## src/rtl/hcsr04_pkg.sv

```systemverilog
// Shared definitions for the HC-SR04 responder: FSM state encoding,
// distance/time constants and the distance-to-echo-width helpers.
package hcsr04_pkg;

  typedef enum logic [2:0] {
    IDLE,
    TRIG_HI,
    BURST,
    ECHO,
    HOLDOFF
  } state_t;

  localparam int unsigned US_PER_CM   = 58;
  localparam int unsigned DIST_MIN_CM = 2;
  localparam int unsigned DIST_MAX_CM = 400;

  // Limit the emulated target to the range a real sensor can report.
  function automatic logic [8:0] clamp_dist(input logic [8:0] d);
    if (d < 9'(DIST_MIN_CM)) begin
      return 9'(DIST_MIN_CM);
    end else if (d > 9'(DIST_MAX_CM)) begin
      return 9'(DIST_MAX_CM);
    end
    return d;
  endfunction

  // Echo high time in microseconds for a (clamped) distance.
  function automatic logic [15:0] echo_width_us(input logic [8:0] d);
    return 16'(clamp_dist(d)) * 16'(US_PER_CM);
  endfunction

endpackage

```

## src/rtl/hcsr04_responder_us_tick.sv

```systemverilog
// Restartable 1 us prescaler: tick is high for one clk cycle out of every
// CYCLES_PER_US; restart forces the phase back to zero so that the first
// tick after a restart lands exactly CYCLES_PER_US cycles later.
module us_tick
  import hcsr04_pkg::*;
#(
  parameter int unsigned CYCLES_PER_US = 50
) (
  input  logic clk,
  input  logic reset,
  input  logic restart,
  output logic tick
);

  localparam int unsigned CW = (CYCLES_PER_US > 1) ? $clog2(CYCLES_PER_US) : 1;
  localparam logic [CW-1:0] LAST = CW'(CYCLES_PER_US - 1);

  logic [CW-1:0] count_q;
  logic [CW-1:0] count_d;

  assign tick = (count_q == LAST);

  // Next phase: wrap on tick, return to zero on restart.
  always_comb begin
    count_d = count_q + 1'b1;
    if (restart || tick) begin
      count_d = '0;
    end
  end

  // Phase register.
  always_ff @(posedge clk) begin
    if (reset) begin
      count_q <= '0;
    end else begin
      count_q <= count_d;
    end
  end

endmodule

```

## src/rtl/hcsr04_responder.sv

```systemverilog
// HC-SR04 ultrasonic sensor emulator: measures the trigger pulse, waits the
// burst time, then returns an echo pulse whose width encodes dist_cm.
// Optional feature macro: HCSR04_RESP_JITTER_EN adds 0..3 us of LFSR-driven
// jitter to every echo width.
module hcsr04_responder
  import hcsr04_pkg::*;
#(
  parameter int unsigned CYCLES_PER_US = 50,
  parameter int unsigned TRIG_MIN_US   = 10,
  parameter int unsigned BURST_US      = 200,
  parameter int unsigned TIMEOUT_US    = 38000,
  parameter int unsigned HOLDOFF_US    = 2000
) (
  input  logic        clk,
  input  logic        reset,
  input  logic        trigger,
  input  logic [8:0]  dist_cm,
  input  logic        no_object,
  output logic        echo,
  output logic        busy,
  output logic [15:0] pulse_count,
  output logic        trig_err
);

  localparam logic [16:0] TRIG_MIN_W = 17'(TRIG_MIN_US);
  localparam logic [15:0] BURST_LAST = 16'(BURST_US - 1);
  localparam logic [15:0] HOLD_LAST  = 16'(HOLDOFF_US - 1);
  localparam logic [15:0] TIMEOUT_W  = 16'(TIMEOUT_US);

  logic        sync1_q, sync2_q, prev_q;
  logic        trig_rise, trig_fall;
  state_t      state_q, state_d;
  logic [15:0] us_cnt_q, us_cnt_d;
  logic [15:0] echo_us_q, echo_us_d;
  logic [15:0] pulse_count_q, pulse_count_d;
  logic        echo_q, echo_d;
  logic        trig_err_q, trig_err_d;
  logic        restart, tick;
  logic        width_ok, accept, echo_done;
  logic [15:0] jitter_us;

  us_tick #(.CYCLES_PER_US(CYCLES_PER_US)) u_us_tick (
    .clk    (clk),
    .reset  (reset),
    .restart(restart),
    .tick   (tick)
  );

  // Edges are taken on the synchronized trigger only; prev_q tracks it
  // continuously so a level that is already high never looks like an edge.
  assign trig_rise = sync2_q & ~prev_q;
  assign trig_fall = ~sync2_q & prev_q;

  // The tick in the falling-edge cycle still belongs to the high time.
  assign width_ok  = ({1'b0, us_cnt_q} + 17'(tick)) >= TRIG_MIN_W;
  assign accept    = (state_q == TRIG_HI) && trig_fall && width_ok;
  assign echo_done = ({1'b0, us_cnt_q} + 17'd1) == {1'b0, echo_us_q};

`ifdef HCSR04_RESP_JITTER_EN
  logic [7:0] lfsr_q, lfsr_d;

  assign jitter_us = 16'(lfsr_q[1:0]);

  // Advance the jitter source once per accepted trigger (x^8+x^6+x^5+x^4+1).
  always_comb begin
    lfsr_d = lfsr_q;
    if (accept) begin
      lfsr_d = {lfsr_q[6:0], lfsr_q[7] ^ lfsr_q[5] ^ lfsr_q[4] ^ lfsr_q[3]};
    end
  end

  // Jitter LFSR register, reseeded on reset.
  always_ff @(posedge clk) begin
    if (reset) begin
      lfsr_q <= 8'hA5;
    end else begin
      lfsr_q <= lfsr_d;
    end
  end
`else
  assign jitter_us = 16'd0;
`endif

  // Next-state, microsecond counter and latched echo width.
  always_comb begin
    state_d       = state_q;
    us_cnt_d      = us_cnt_q;
    echo_us_d     = echo_us_q;
    pulse_count_d = pulse_count_q;
    trig_err_d    = 1'b0;
    if (tick && (us_cnt_q != 16'hFFFF)) begin
      us_cnt_d = us_cnt_q + 16'd1;
    end
    case (state_q)
      IDLE: begin
        if (trig_rise) state_d = TRIG_HI;
      end
      TRIG_HI: begin
        if (accept) begin
          state_d       = BURST;
          pulse_count_d = pulse_count_q + 16'd1;
          echo_us_d     = (no_object ? TIMEOUT_W : echo_width_us(dist_cm)) + jitter_us;
        end else if (trig_fall) begin
          state_d    = IDLE;
          trig_err_d = 1'b1;
        end
      end
      BURST: begin
        if (tick && (us_cnt_q == BURST_LAST)) state_d = ECHO;
      end
      ECHO: begin
        if (tick && echo_done) state_d = HOLDOFF;
      end
      HOLDOFF: begin
        if (tick && (us_cnt_q == HOLD_LAST)) state_d = IDLE;
      end
      default: state_d = IDLE;
    endcase
    // Every transition restarts the prescaler and the us count so each
    // state's duration is measured from its own first cycle.
    restart = (state_d != state_q);
    if (restart) begin
      us_cnt_d = '0;
    end
    echo_d = (state_d == ECHO);
  end

  // State, synchronizer and output registers.
  always_ff @(posedge clk) begin
    if (reset) begin
      sync1_q       <= 1'b0;
      sync2_q       <= 1'b0;
      prev_q        <= 1'b0;
      state_q       <= IDLE;
      us_cnt_q      <= '0;
      echo_us_q     <= '0;
      pulse_count_q <= '0;
      echo_q        <= 1'b0;
      trig_err_q    <= 1'b0;
    end else begin
      sync1_q       <= trigger;
      sync2_q       <= sync1_q;
      prev_q        <= sync2_q;
      state_q       <= state_d;
      us_cnt_q      <= us_cnt_d;
      echo_us_q     <= echo_us_d;
      pulse_count_q <= pulse_count_d;
      echo_q        <= echo_d;
      trig_err_q    <= trig_err_d;
    end
  end

  assign echo        = echo_q;
  assign busy        = (state_q != IDLE);
  assign pulse_count = pulse_count_q;
  assign trig_err    = trig_err_q;

endmodule
```

## config.mk

```make
export PLATFORM = sky130hd
export DESIGN_NAME = hcsr04_responder
export DESIGN_NICKNAME = d
export VERILOG_FILES = /design/src/rtl/hcsr04_pkg.sv /design/src/rtl/hcsr04_responder_us_tick.sv /design/src/rtl/hcsr04_responder.sv
export SDC_FILE = /design/constraint.sdc
export NUM_CORES = 1
export LEC_CHECK = 0
export ABC_AREA = 1
export CORE_UTILIZATION = 55
export DETAILED_ROUTE_END_ITERATION = 6
export HOLD_SLACK_MARGIN = 0.03
export PLACE_DENSITY_LB_ADDON = 0.15
export SLEW_MARGIN = 20
export SYNTH_ARGS = -nofsm -noshare
export SYNTH_HDL_FRONTEND = slang
export SYNTH_SLANG_ARGS = --single-unit
```

## constraint.sdc

```tcl
create_clock -name clk -period 12.9 [get_ports clk]
set_input_delay 1.935 -clock clk [delete_from_list [all_inputs] [get_ports clk]]
set_output_delay 1.935 -clock clk [all_outputs]
set_load 0.05 [all_outputs]
```

==> results of run 1 <==
==> power by group through the flow <==
stage	clock, mW	sequential, mW	combinational [mW]
floorplan	0	0.195	0.107
CTS	0.150	0.191	0.138
global placement	0	0.195	0.134
finish	0.146	0.191	0.138
global route	0.158	0.191	0.159
detailed placement	0	0.195	0.137
==> stage by stage <==
stage	setup slack [ps]	util, %	hold slack [ps]	cells
global placement	6700	61.8	389	829
CTS	6920	63.8	406	844
finish	6920	63.8	404	844
global route	6540	63.8	433	844
detailed placement	6550	61.8	397	829
floorplan	7510	-	388	710
==> sequential cells by signal (all words and copies together) (netlist names) <==
register and flops:
echo 1, trig_err 1, state_q 3, echo_us_q 15, u_us_tick.count_q 6, pulse_count 16, sync1_q 1, prev_q 1
us_cnt_q 16, sync2_q 1
==> area by class of cell <==
cell class / count / share of cell area (%)
Tap cell: 105 / 2.47
Sequential cell: 61 / 22.9
Inverter: 95 / 6.70
Multi-Input combinational cell: 536 / 58.8
Clock buffer: 10 / 2.59
Clock inverter: 5 / 0.517
Timing Repair Buffer: 32 / 5.97
==> worst paths after layout <==
path                                 endpoint  slack [ps]
worst max-delay path            echo_us_q[13]        6920
worst min-delay path                  sync2_q         400
worst max register to register  echo_us_q[11]        9380
worst min register to register        sync2_q         400
==> per-layer routing <==
layer	GRT usage (%)	routed length, um	vias up	share of wire (%)
met1	32.7	5240	2060	47
met4	10.2	306	0	2.7
met2	45.0	5210	87	46
li1	-	-	2324	-
met3	5.58	492	21	4.4
met5	0	0	-	0
==> placed cells by master (no fill, tap or decap), types with 2 or more instances in the layout <==
master                            Yosys  layout
sky130_fd_sc_hd__fa_1                13      13
sky130_fd_sc_hd__dfxtp_1             61      61
sky130_fd_sc_hd__nand2_2              8       8
sky130_fd_sc_hd__nor3_1              16      16
sky130_fd_sc_hd__nor2_1              70      70
sky130_fd_sc_hd__nor2_4               4       4
sky130_fd_sc_hd__nand4_1             12      12
sky130_fd_sc_hd__o21ai_0             27      27
sky130_fd_sc_hd__inv_1               93      93
sky130_fd_sc_hd__nand3b_1             5       5
sky130_fd_sc_hd__clkbuf_8             0      10
sky130_fd_sc_hd__clkinv_2             0       4
sky130_fd_sc_hd__nor4_1               7       7
sky130_fd_sc_hd__nor2_2              20      20
sky130_fd_sc_hd__and3_1               2       2
sky130_fd_sc_hd__inv_2                2       2
sky130_fd_sc_hd__xnor2_1              8       8
sky130_fd_sc_hd__ha_1                34      34
sky130_fd_sc_hd__and2_1               2       2
sky130_fd_sc_hd__nand3_1             60      60
sky130_fd_sc_hd__clkdlybuf4s50_1      0      31
sky130_fd_sc_hd__nand3_2              3       3
sky130_fd_sc_hd__nand2_1            170     170
sky130_fd_sc_hd__a21oi_2              2       2
sky130_fd_sc_hd__a21oi_1             36      36
sky130_fd_sc_hd__xor2_1              25      25
==> worst reg2reg max path: stages, from the launching register on <==
cell                      delay [ps]
sky130_fd_sc_hd__dfxtp_1         380
sky130_fd_sc_hd__ha_1            160
sky130_fd_sc_hd__nand3_1         240
sky130_fd_sc_hd__inv_1           140
sky130_fd_sc_hd__ha_1            180
sky130_fd_sc_hd__ha_1            200
sky130_fd_sc_hd__nand3_2         130
sky130_fd_sc_hd__nor2_1          300
sky130_fd_sc_hd__nand3_1         140
sky130_fd_sc_hd__xor2_1          160
sky130_fd_sc_hd__nand4_1          90
sky130_fd_sc_hd__nor2_1           60
sky130_fd_sc_hd__nand3_2         120
sky130_fd_sc_hd__nand2_4         220
sky130_fd_sc_hd__nor2_2          540
sky130_fd_sc_hd__nand3_1         230
sky130_fd_sc_hd__a21oi_1         170
==> logic make-up (layout without fill, tap and decap cells) <==
| kind of cell | after synthesis | count (layout) | share of synthesized area (%) |
|---|---|---|---|
| fa+ha+maj | 47 | 47 | 14.3 |
| simple gates | 383 | 383 | 36.6 |
| flops | 61 | 61 | 25.4 |
| buf+inv | 113 | 142 | 9.54 |
| compound gates | 73 | 73 | 8.22 |
| xor+xnor | 33 | 33 | 6.01 |
==> impl_metrics.ini, run 1 <==
[clocking]
cts-root-buf = sky130_fd_sc_hd__clkbuf_8
cts_hold_buf = 0
clk-insertion-delay-late_ps = 350
total_clock_buffers_created_by_cts = 9
cts_tree = built
tritoncts_num_sinks = 61
post_cts.resized_instances = 0
worst_setup_hold_path_clk_slew_ps = 60
cts_htree_levels = 3
post-cts-setup-buffers = 0
clock_tree.buffer_depth = 2

[hold_path]
worst_hold_path_type = flop to flop
whs_path_cells = 2
hold_path.startpoint = sync1_q

[critical_path]
slowest_stage = sky130_fd_sc_hd__fa_1
arrival_ps = 6250
worst_setup_path_start_kind = input pin
r2r-start = u_us_tick.count_q[0]
path_delay_family = adder cells
startpoint = dist_cm[7]
cp_data_required_time_ps = 13180
endpoint_kind = flop
crit_fanout = 6
critical_path_class = input pin to flop
rr_worst_depth = 16
cp_slowest_stage_delay_ps = 600
timing.critical_path.cells = clkdlybuf4s50_1 > inv_1 > nor3_1 > nand2_1 > inv_1 > nor2_1 > nand2_1 > fa_1 > inv_1 > ha_1 > inv_1 > fa_1 > inv_1 > ha_1 > nand2_1 > inv_1 > nand4_1 > o211ai_1 > nand2_1 > nand2_1 > a21oi_1 > xnor2_1 > nand2_1 > a21oi_1
cp_num_buf_inv = 7
critical_path_cell_count = 24

[logic_synthesis]
synth_top_area_share_pct = 25.4
synth_edf_count = 0
synth.top_cells.by_area = sky130_fd_sc_hd__dfxtp_1, sky130_fd_sc_hd__nand2_1, sky130_fd_sc_hd__ha_1
synth_top_cells_by_count = sky130_fd_sc_hd__nand2_1, sky130_fd_sc_hd__inv_1, sky130_fd_sc_hd__nor2_1
yosys.area.top_type = sky130_fd_sc_hd__dfxtp_1
yosys_warnings = 0
yosys_most_used_dff = sky130_fd_sc_hd__dfxtp_1
synthDistinctLibCells = 39
post-synth-top-count-cell = sky130_fd_sc_hd__nand2_1
number_of_storage_elements_in_the_synthesis_netlist = 61
ys_seq_area_share_pct = 25.4
synth_async_sr_flop_share_pct = 0
netlist_instances = 710
syn-mean-instance-area_sq_um = 6.78
syn_nets = 770
netlist_area_sq_um = 4810

[global_routing]
grt_first_pass_wirelength_um = 18800
grt.overflow.total = 0
antenna_found_initial = 0
maximum_number_of_pins_on_one_net_before_global_route_repair = 28
via_count_of_the_first_global_routing_pass = 4167
globalRouteTotalUtil_pct = 26.5

[timing]
layout_worst_path_cycle_share_pct = 46.3
maxSlewHeadroom_pct = 35.5
final_max_slew_viol_count = 0
timing_worst_slew_pin_value_ps = 966
final_period_minus_worst_setup_slack_ps = 5980
timing.fmax_ghz = 0.167
finalSetupTns_ps = 0
setup_viol = 0
worst_clock_skew_ps = 8.29
rsz0062_at_grt = false
final-hold-violation-count = 0

[place]
dp_hpwl_um = 8860
area_after_detailed_placement_sq_um = 5160
port_buffers = 31
gp_routability_congestion = 0.921

[run_status]
outcome = finished clean

[route]
drt_first_iter_violations = 181
drc = 0
finalWirelength_um = 11300
avgRoutedWirePerCell_um = 13.3
route.antenna.remaining_nets = 0
via_per_inst = 5.32
first_pass_iteration_count_of_the_detailed_router = 5
dr_total_vias = 4492

[cells_and_area]
seqCellArea_sq_um = 1220
nNetsFinal = 795
post_route_cells_drive_above_1_share_pct = 8.12
layout_area_overhead_pct = 10.6
num_antenna_cells = 0
multiInputGateArea_sq_um = 3130
fillers = 803
layout.cell_area.non_filler_sq_um = 5320

[power]
p_total_mw = 0.475
netSwitchingFraction_pct = 33.1
power.density_cell_area_nw_per_um2 = 89.3
internal-power_mw = 0.318
pwr-share-clk_pct = 30.8
combinationalPowerShare_pct = 29.1
ir_worst_vdd_v = 0.0000570
p_sw_mw = 0.157
static-leakage-power_nw = 2.22
sequentialPowerShare_pct = 40.2

[die]
num_io_pins = 32
die_height_um = 95.5
start_util_pct = 57.7
die-area_sq_um = 9130
dieWidth_um = 95.5
core-area_sq_um = 8340
row_count = 33

[run]
max_cap_check_violation_count = 0
(Power assumes the default switching activity.)
==> run 2: changes to the inputs <==
- clock period: 12.9 -> 4.9 ns (I/O delays scaled with it)
==> impl_metrics.ini, run 2 (synthesis gave the netlist of run 1 again) <==
[critical_path]
endpoint_kind = flop
worstReg2RegEnd = echo_us_q[11]
startpoint = dist_cm[6]
timing.critical_path.cells = clkdlybuf4s50_1 > nor3_1 > nor3_1 > nand2_1 > inv_1 > nor2_2 > nand2_1 > fa_1 > inv_1 > ha_1 > fa_1 > ha_1 > a21oi_1 > nand2_1 > nand4_1 > o211ai_1 > nand2_1 > nand2_1 > a21oi_1 > xnor2_1 > nand2_1 > a21oi_1
critical_path_class = input pin to flop
cp_data_required_time_ps = 5170
critical_path_cell_count = 22
r2r-start = u_us_tick.count_q[0]
cp_num_buf_inv = 3
rr_worst_depth = 16
worst_setup_path_start_kind = input pin
timing.reg2reg.setup_slack_ps = 1400
worst_setup_path_endpoint = echo_us_q[13]
crit_top_cell = sky130_fd_sc_hd__nand2_1
cp_slowest_stage_delay_ps = 540
path_delay_family = adder cells
crit_fanout = 5
slowest_stage = sky130_fd_sc_hd__fa_1
arrival_ps = 4800

[global_routing]
maximum_number_of_pins_on_one_net_before_global_route_repair = 28
via_count_of_the_first_global_routing_pass = 4227
antenna_found_initial = 0
grt.overflow.total = 0
globalRouteTotalUtil_pct = 26.0
grt_first_pass_wirelength_um = 18500

[power]
p_sw_mw = 0.429
static-leakage-power_nw = 2.26
p_total_mw = 1.36
pwr-share-clk_pct = 35.8
power.density_cell_area_nw_per_um2 = 251
combinationalPowerShare_pct = 27.3
internal-power_mw = 0.932
netSwitchingFraction_pct = 31.5
sequentialPowerShare_pct = 36.9
ir_worst_vdd_v = 0.000163

[die]
die-area_sq_um = 9130
start_util_pct = 57.7
row_count = 33
die_height_um = 95.5
dieWidth_um = 95.5
num_io_pins = 32
core-area_sq_um = 8340

[cells_and_area]
num_antenna_cells = 0
fillers = 761
final_core_util_pct = 65.0
seqCellArea_sq_um = 1220
layout.cell_area.non_filler_sq_um = 5420
most-common-layout-cells = sky130_fd_sc_hd__nand2_1, sky130_fd_sc_hd__inv_1, sky130_fd_sc_hd__nor2_1, sky130_fd_sc_hd__dfxtp_1, sky130_fd_sc_hd__nand3_1
layout.cells.most_common = sky130_fd_sc_hd__nand2_1
multiInputGateArea_sq_um = 3140
layout_area_overhead_pct = 12.7
nNetsFinal = 800
finalNonFillerCells = 849
post_route_cells_drive_above_1_share_pct = 9.14

[clocking]
clock_tree.buffer_depth = 2
worst_setup_hold_path_clk_slew_ps = 70
cts_tree = built
clk-insertion-delay-late_ps = 340
cts_hold_buf = 0
tritoncts_num_sinks = 61
total_clock_buffers_created_by_cts = 9
cts_htree_levels = 3
cts-root-buf = sky130_fd_sc_hd__clkbuf_8

[timing]
final_period_minus_worst_setup_slack_ps = 4530
timing_worst_slew_pin_value_ps = 549
worst_clock_skew_ps = 9.01
maxSlewHeadroom_pct = 63.4
finalSetupTns_ps = 0
rsz0062_at_grt = false
setup_viol = 0
layout_worst_path_cycle_share_pct = 92.4
final_max_slew_viol_count = 0
timing.fmax_ghz = 0.221
final-hold-violation-count = 0

[route]
finalWirelength_um = 11200
dr_total_vias = 4532
drt_first_iter_violations = 150
route.antenna.remaining_nets = 0
via_per_inst = 5.34
first_pass_iteration_count_of_the_detailed_router = 5
drc = 0
avgRoutedWirePerCell_um = 13.1

[place]
dp_hpwl_um = 8720
place.detailed.instances = 834
area_after_detailed_placement_sq_um = 5190
gp_routability_congestion = 1.01
port_buffers = 31

[run]
max_cap_check_violation_count = 0

[run_status]
outcome = finished clean

[hold_path]
worst_hold_path_type = flop to flop
## run 2: how the worst min path moves through the flow
stage | from | end | depth (start not counted)
after floorplan | sync1_q | sync2_q | 2
after global placement | sync1_q | sync2_q | 2
after detailed placement | sync1_q | sync2_q | 2
after CTS | sync1_q | sync2_q | 2
after global routing | sync1_q | sync2_q | 2
final | sync1_q | sync2_q | 2
## run 2: power groups by stage
stage / sequential [mW] / clock [mW] / combinational [mW]
3_3_place_gp: 0.513 / 0 / 0.349
6_report: 0.502 / 0.487 / 0.372
2_1_floorplan: 0.513 / 0 / 0.280
3_5_place_dp: 0.514 / 0 / 0.364
4_1_cts: 0.502 / 0.494 / 0.368
5_1_grt: 0.502 / 0.517 / 0.424
## run 2: cell type report
| class | instances | share of cell area (%) |
|---|---|---|
| Clock buffer | 9 | 2.29 |
| Clock inverter | 6 | 1.64 |
| Inverter | 95 | 6.58 |
| Multi-Input combinational cell | 536 | 58.0 |
| Sequential cell | 61 | 22.5 |
| Tap cell | 105 | 2.42 |
| Timing Repair Buffer | 37 | 6.56 |
## run 2: repair_timing
item	CTS	global route
endpoints found under the hold margin	0	0
setup buffers	0	0
resized for setup	0	3
endpoints found under the setup margin	0	3
## run 2: stage by stage
| stage | hold WS [ps] | setup slack (ps) |
|---|---|---|
| floorplan | 388 | 709 |
| global placement | 390 | 144 |
| detailed placement | 404 | -75.1 |
| CTS | 416 | 259 |
| global route | 421 | 7.18 |
| finish | 410 | 374 |
## run 2: tightest hold or removal path, cell delays in order, from the launching register on
cell,delay [ps]
sky130_fd_sc_hd__dfxtp_1,300
sky130_fd_sc_hd__inv_1,40
sky130_fd_sc_hd__nor2_1,30
## run 2: layer usage
layer  part of all wire, %  vias to the layer above  track usage, %
met5                     0                        -               0
met4                   2.2                        0            9.08
met3                   5.0                       23            4.70
met2                    49                      110            46.0
met1                    44                     2058            31.6
li1                      -                     2341               -
==> patch 1 (config.mk and constraints of run 2) <==
One comparison of `us_cnt_q` changes from == to >=.
--- a/src/rtl/hcsr04_responder.sv
+++ b/src/rtl/hcsr04_responder.sv
@@ -108,3 +108,3 @@
       BURST: begin
-        if (tick && (us_cnt_q == BURST_LAST)) state_d = ECHO;
+        if (tick && (us_cnt_q >= BURST_LAST)) state_d = ECHO;
       end
Behaviour: same outputs for any inputs over 10 cycles, from zero or initial values and one cycle with reset high; that may be too few to reach the edited logic, so the function may still have changed.
==> patch 1 against run 2 <==
Via count fell by 1.1%. Hold slack improved by 7.9 ps. Area after synthesis decreased by 1.3%. Routed wire length down 5.4%. Design area decreased by 1.2%. Worst setup slack better by 76 ps. Utilization fell by 0.43 points. Power up 1.4%. Sequential cell count is the same. Critical path depth grew 1. Critical path type unchanged. Critical endpoint is now echo_us_q[14]. Largest cell class unchanged.
==> patch 1: results (changes against run 2) <==
metric	value	unit	change
slowest_stage	fa_1		unchanged
holdCritPathClass	reg -> reg		unchanged
fin_ws	450.0	ps	was 373.7 ps
whs	417.8	ps	was 409.9 ps
cp_slowest_stage_delay	490	ps	was 540 ps
yosys-top-cells-count	nand2_1, inv_1, nor2_1, dfxtp_1, nand3_1		unchanged
dp_hpwl	8036	um	was 8715 um
leakagePower	0.002272	uW	was 0.002264 uW
htreeDepth	3		unchanged
place_ws	93.18	ps	was -75.12 ps
gp_congestion	0.9046		was 1.012
first_pass_iters	4		was 5
grt_use_total	0.2563		was 0.2604
worst_pin_slew	917.6	ps	was 548.6 ps
yosysWarnings	0		unchanged
worstRegToRegCells	16		unchanged
cts_root_buffer	clkbuf_8		unchanged
maxCapViolations	0		unchanged
final_area	5358	um2	was 5420 um2
setup_viol	0		unchanged
clkLatencyLatePin	340	ps	about the same
status	complete, no violations		unchanged
via_per_inst	5.359		was 5.338
grt_pass1_wl	18240	um	was 18450 um
postSynthCellCount	696		was 710
antenna_cells	0		unchanged
grt_max_degree	32		was 28
clockBufferDepth	2		unchanged
cts_buffers	9		unchanged
crit_arrival	4710	ps	was 4800 ps
cp_top_family	adder cells		unchanged
wirelength	10550	um	was 11150 um
ir_worst_vdd	0.0001505	V	was 0.0001628 V
reg2reg_setup_slack	1420	ps	was 1400 ps
vias	4480		was 4532
grt_pass1_vias	4301		was 4227
nets	786		was 800
drt-initial-drc-count	184		was 150
clk_pin_slew_worst_paths	70	ps	about the same
yosys-top-cells-area	dfxtp_1, nand2_1, ha_1, inv_1, fa_1		was dfxtp_1, nand2_1, ha_1, inv_1, nand3_1
fin_worst_skew	9.900	ps	was 9.011 ps
critPathMaxFanout	6		was 5
antenna_found_initial	0		unchanged
async_reset_ff_frac	0		unchanged
placed_cell_area	5131	um2	was 5195 um2
yosysSeqAreaShare	0.2571		was 0.2538
synth_fp_nets	756		was 770
layout-drive-gt1-share	0.07387		was 0.09140
place_inst	820		was 834
cts_setup_buffers	0		unchanged
p_sw	432.4	uW	was 428.8 uW
portBuffers	31		unchanged
synthDistinctLibCells	39		unchanged
hold_depth	2		unchanged
==> patch 1: cells by family after synthesis <==
kind of cell / synth area share
xor+xnor: 0.07376
flops: 0.2571
buf+inv: 0.09325
simple gates: 0.3467
compound gates: 0.08483
fa+ha+maj: 0.1444
==> patch 1: path summary, 6_finish.rpt <==
path	from	to
min	sync1_q	sync2_q
max reg2reg	u_us_tick.count_q[0]	echo_us_q[12]
max	dist_cm[5]	echo_us_q[14]
min reg2reg	sync1_q	sync2_q
==> patch 1: power groups by stage <==
stage                     sequential (uW)  clock, uW  combinational, uW
after floorplan                       513          0                288
after global placement                514          0                363
after detailed placement              514          0                370
after CTS                             502        508                375
after global routing                  503        532                439
final                                 502        502                376
==> patch 1: per-layer routing <==
layer,up-vias,GRT usage,share of wire
li1,2307,-,-
met1,2066,0.3076,0.47
met2,92,0.4604,0.48
met3,15,0.04428,0.036
met4,0,0.08207,0.017
met5,-,0,0
==> patch 1: repair_timing <==
action / 4_1_cts / 5_1_grt
hold buffers: 0 / 0
setup endpoints to repair: 0 / 1
gates resized for setup: 0 / 2
==> patch 1: worst register-to-register path, cell delays in order (launching register included) <==
cell,delay (ps)
dfxtp_1,380
ha_1,160
nand4_1,250
inv_1,180
ha_1,180
ha_1,190
nand3_1,140
nor3_1,340
nand2_1,110
xor2_1,160
nand4_1,110
nor2_1,140
nand3_2,160
nand2_4,320
inv_2,260
o21ai_0,210
a21oi_1,60
==> patch 1: area by class of cell <==
cell class | instances | area (um2)
clock buffer | 9 | 123.9
clock inverter | 7 | 98.84
timing repair buffer | 38 | 362.8
sequential | 61 | 1221
multi-input combinational | 528 | 3089
inverter | 88 | 330.3
fill | 761 | 2942
tap | 105 | 131.4
==> patch 2 (settings of run 2) <==
Made on the original files. `CYCLES_PER_US` is set to 50 in 2 places; all go to 100.
--- a/src/rtl/hcsr04_responder_us_tick.sv
+++ b/src/rtl/hcsr04_responder_us_tick.sv
@@ -6,3 +6,3 @@
 #(
-  parameter int unsigned CYCLES_PER_US = 50
+  parameter int unsigned CYCLES_PER_US = 100
 ) (
--- a/src/rtl/hcsr04_responder.sv
+++ b/src/rtl/hcsr04_responder.sv
@@ -7,3 +7,3 @@
 #(
-  parameter int unsigned CYCLES_PER_US = 50,
+  parameter int unsigned CYCLES_PER_US = 100,
   parameter int unsigned TRIG_MIN_US   = 10,
Check against the original RTL: same outputs for any inputs over 10 cycles, from zero or initial values and one cycle with reset high; that may be too few to reach the edited logic, so the function may still have changed.
==> patch 2 against run 2 <==
Power increased by 6.0%. Utilization down 1.2 points. Design area is 2.1% higher. Sequential share of layout area shrank 0.097 points. Worst setup slack lost 110 ps. Routed wire length grew 2.5%. Non-clock buffer count rose by 5. Register-to-register slack worse by 480 ps. Via count increased by 2.2%. Clock power up 7.8%. Highest routed layer unchanged. Sequential cell count rose by 1. Area after synthesis rose by 1.5%.
==> patch 2: results (changes against run 2) <==
metric	value	unit	change
worstRegToRegCells	18		was 16
synthToLayoutAreaGrowth	13.30	%	was 12.67%
grt_pass1_vias	4178		was 4227
finalHoldViolCount	0		unchanged
drt-initial-drc-count	180		was 150
fillerInstances	816		was 761
gp_congestion	0.9321		was 1.012
async_reset_ff_frac	0		unchanged
crit_arrival	4870	ps	was 4800 ps
htreeDepth	3		unchanged
yosysWarnings	0		unchanged
status	complete, no violations		unchanged
fin_worst_skew	13.51	ps	was 9.011 ps
synthDistinctLibCells	36		was 39
layout-drive-gt1-share	0.08564		was 0.09140
portBuffers	31		unchanged
dp_hpwl	8654	um	was 8715 um
wl_per_cell	13.18	um	was 13.14 um
placed_cell_area	5278	um2	was 5195 um2
timing.slew.headroom	0.6044		was 0.6339
grt_pass1_wl	19040	um	was 18450 um
yosysSeqAreaShare	0.2542		was 0.2538
place_inst	851		was 834
leakagePower	0.002238	uW	was 0.002264 uW
postSynthAreaPerCell	6.754	um2	was 6.776 um2
ir_worst_vdd	0.0002427	V	was 0.0001628 V
yosys-top-cells-count	nand2_1, inv_1, nor2_1, dfxtp_1, nand3_1		unchanged
grt_max_degree	32		was 28
nets	813		was 800
vias	4632		was 4532
antenna_cells	0		unchanged
critPathMaxFanout	5		unchanged
stdcell_count	867		was 849
antenna_found_initial	0		unchanged
yosys-top-cells-area	dfxtp_1, nand2_1, ha_1, inv_1, nor2_1		was dfxtp_1, nand2_1, ha_1, inv_1, nand3_1
grt_use_total	0.2660		was 0.2604
cts_buffers	9		unchanged
clkLatencyLatePin	360	ps	was 340 ps
clk_pin_slew_worst_paths	70	ps	about the same
synth_fp_nets	782		was 770
patch 2: changes by cell type after synthesis, sizes merged, moves of 5 or more:
cell,before,now
nand2,179,195
nand3,64,48
nor3,16,31
nor2,94,85
o21ai,28,33
patch 2: logic make-up after synthesis:
family / count (synthesis) / share of synthesized area
buf+inv: 114 / 0.09813
simple gates: 386 / 0.3577
xor+xnor: 39 / 0.06995
compound gates: 75 / 0.08020
flops: 62 / 0.2542
mux: 1 / 0.002050
fa+ha+maj: 46 / 0.1378
patch 2: path summary, 6_finish.rpt:
kind                                            from  slack (ps)       endpoint
worst max register to register  u_us_tick.count_q[0]         920   echo_us_q[4]
worst min-delay path                         sync1_q         410        sync2_q
worst min register to register               sync1_q         410        sync2_q
worst max-delay path                      dist_cm[2]         260  echo_us_q[13]
patch 2: metrics by stage:
step | setup slack (ps) | hold WS, ps | total power (uW)
5_1_grt | -38.35 | 451.7 | 1538
4_1_cts | 299.3 | 410.4 | 1445
3_5_place_dp | -53.96 | 401.4 | 918.0
2_1_floorplan | 631.2 | 388.3 | 815.0
3_3_place_gp | 141.1 | 392.5 | 908.8
6_report | 263.3 | 406.1 | 1444
patch 2: cell type report:
type                            instances  area share
Multi-Input combinational cell        547      0.5760
Clock buffer                           10     0.02488
Timing Repair Buffer                   42     0.07101
Clock inverter                          6     0.01696
Tap cell                              108     0.02442
Inverter                               92     0.06242
Sequential cell                        62      0.2243
patch 2: where the power goes:
group          leakage, uW  internal (uW)  switching, uW
combinational      0.00162            178            231
clock             0.000113            304            221
sequential        0.000500            507           2.28
total              0.00224            989            454
patch 2: critical path, stage by stage:
cell and delay (ps):
clkdlybuf4s50_1 430, nor2_1 170, inv_1 110, nor3_1 140
o21ai_0 100, nand3_1 120, nand2_1 80, inv_2 90
nand2_1 90, fa_1 540, inv_1 40, ha_1 320
fa_1 500, ha_1 350, a21oi_1 150, nand2_1 110
a21o_1 180, nand2_1 70, nand2_1 50, a21oi_1 140
xor2_1 160, nor2_1 60, nand2_1 60, a21oi_1 60
patch 2: layer usage:
metal	up-vias	track usage	share of wire
li1	2375	-	-
met5	-	0	0
met1	2135	0.3338	0.45
met4	0	0.08831	0.021
met2	100	0.4604	0.48
met3	22	0.04344	0.043
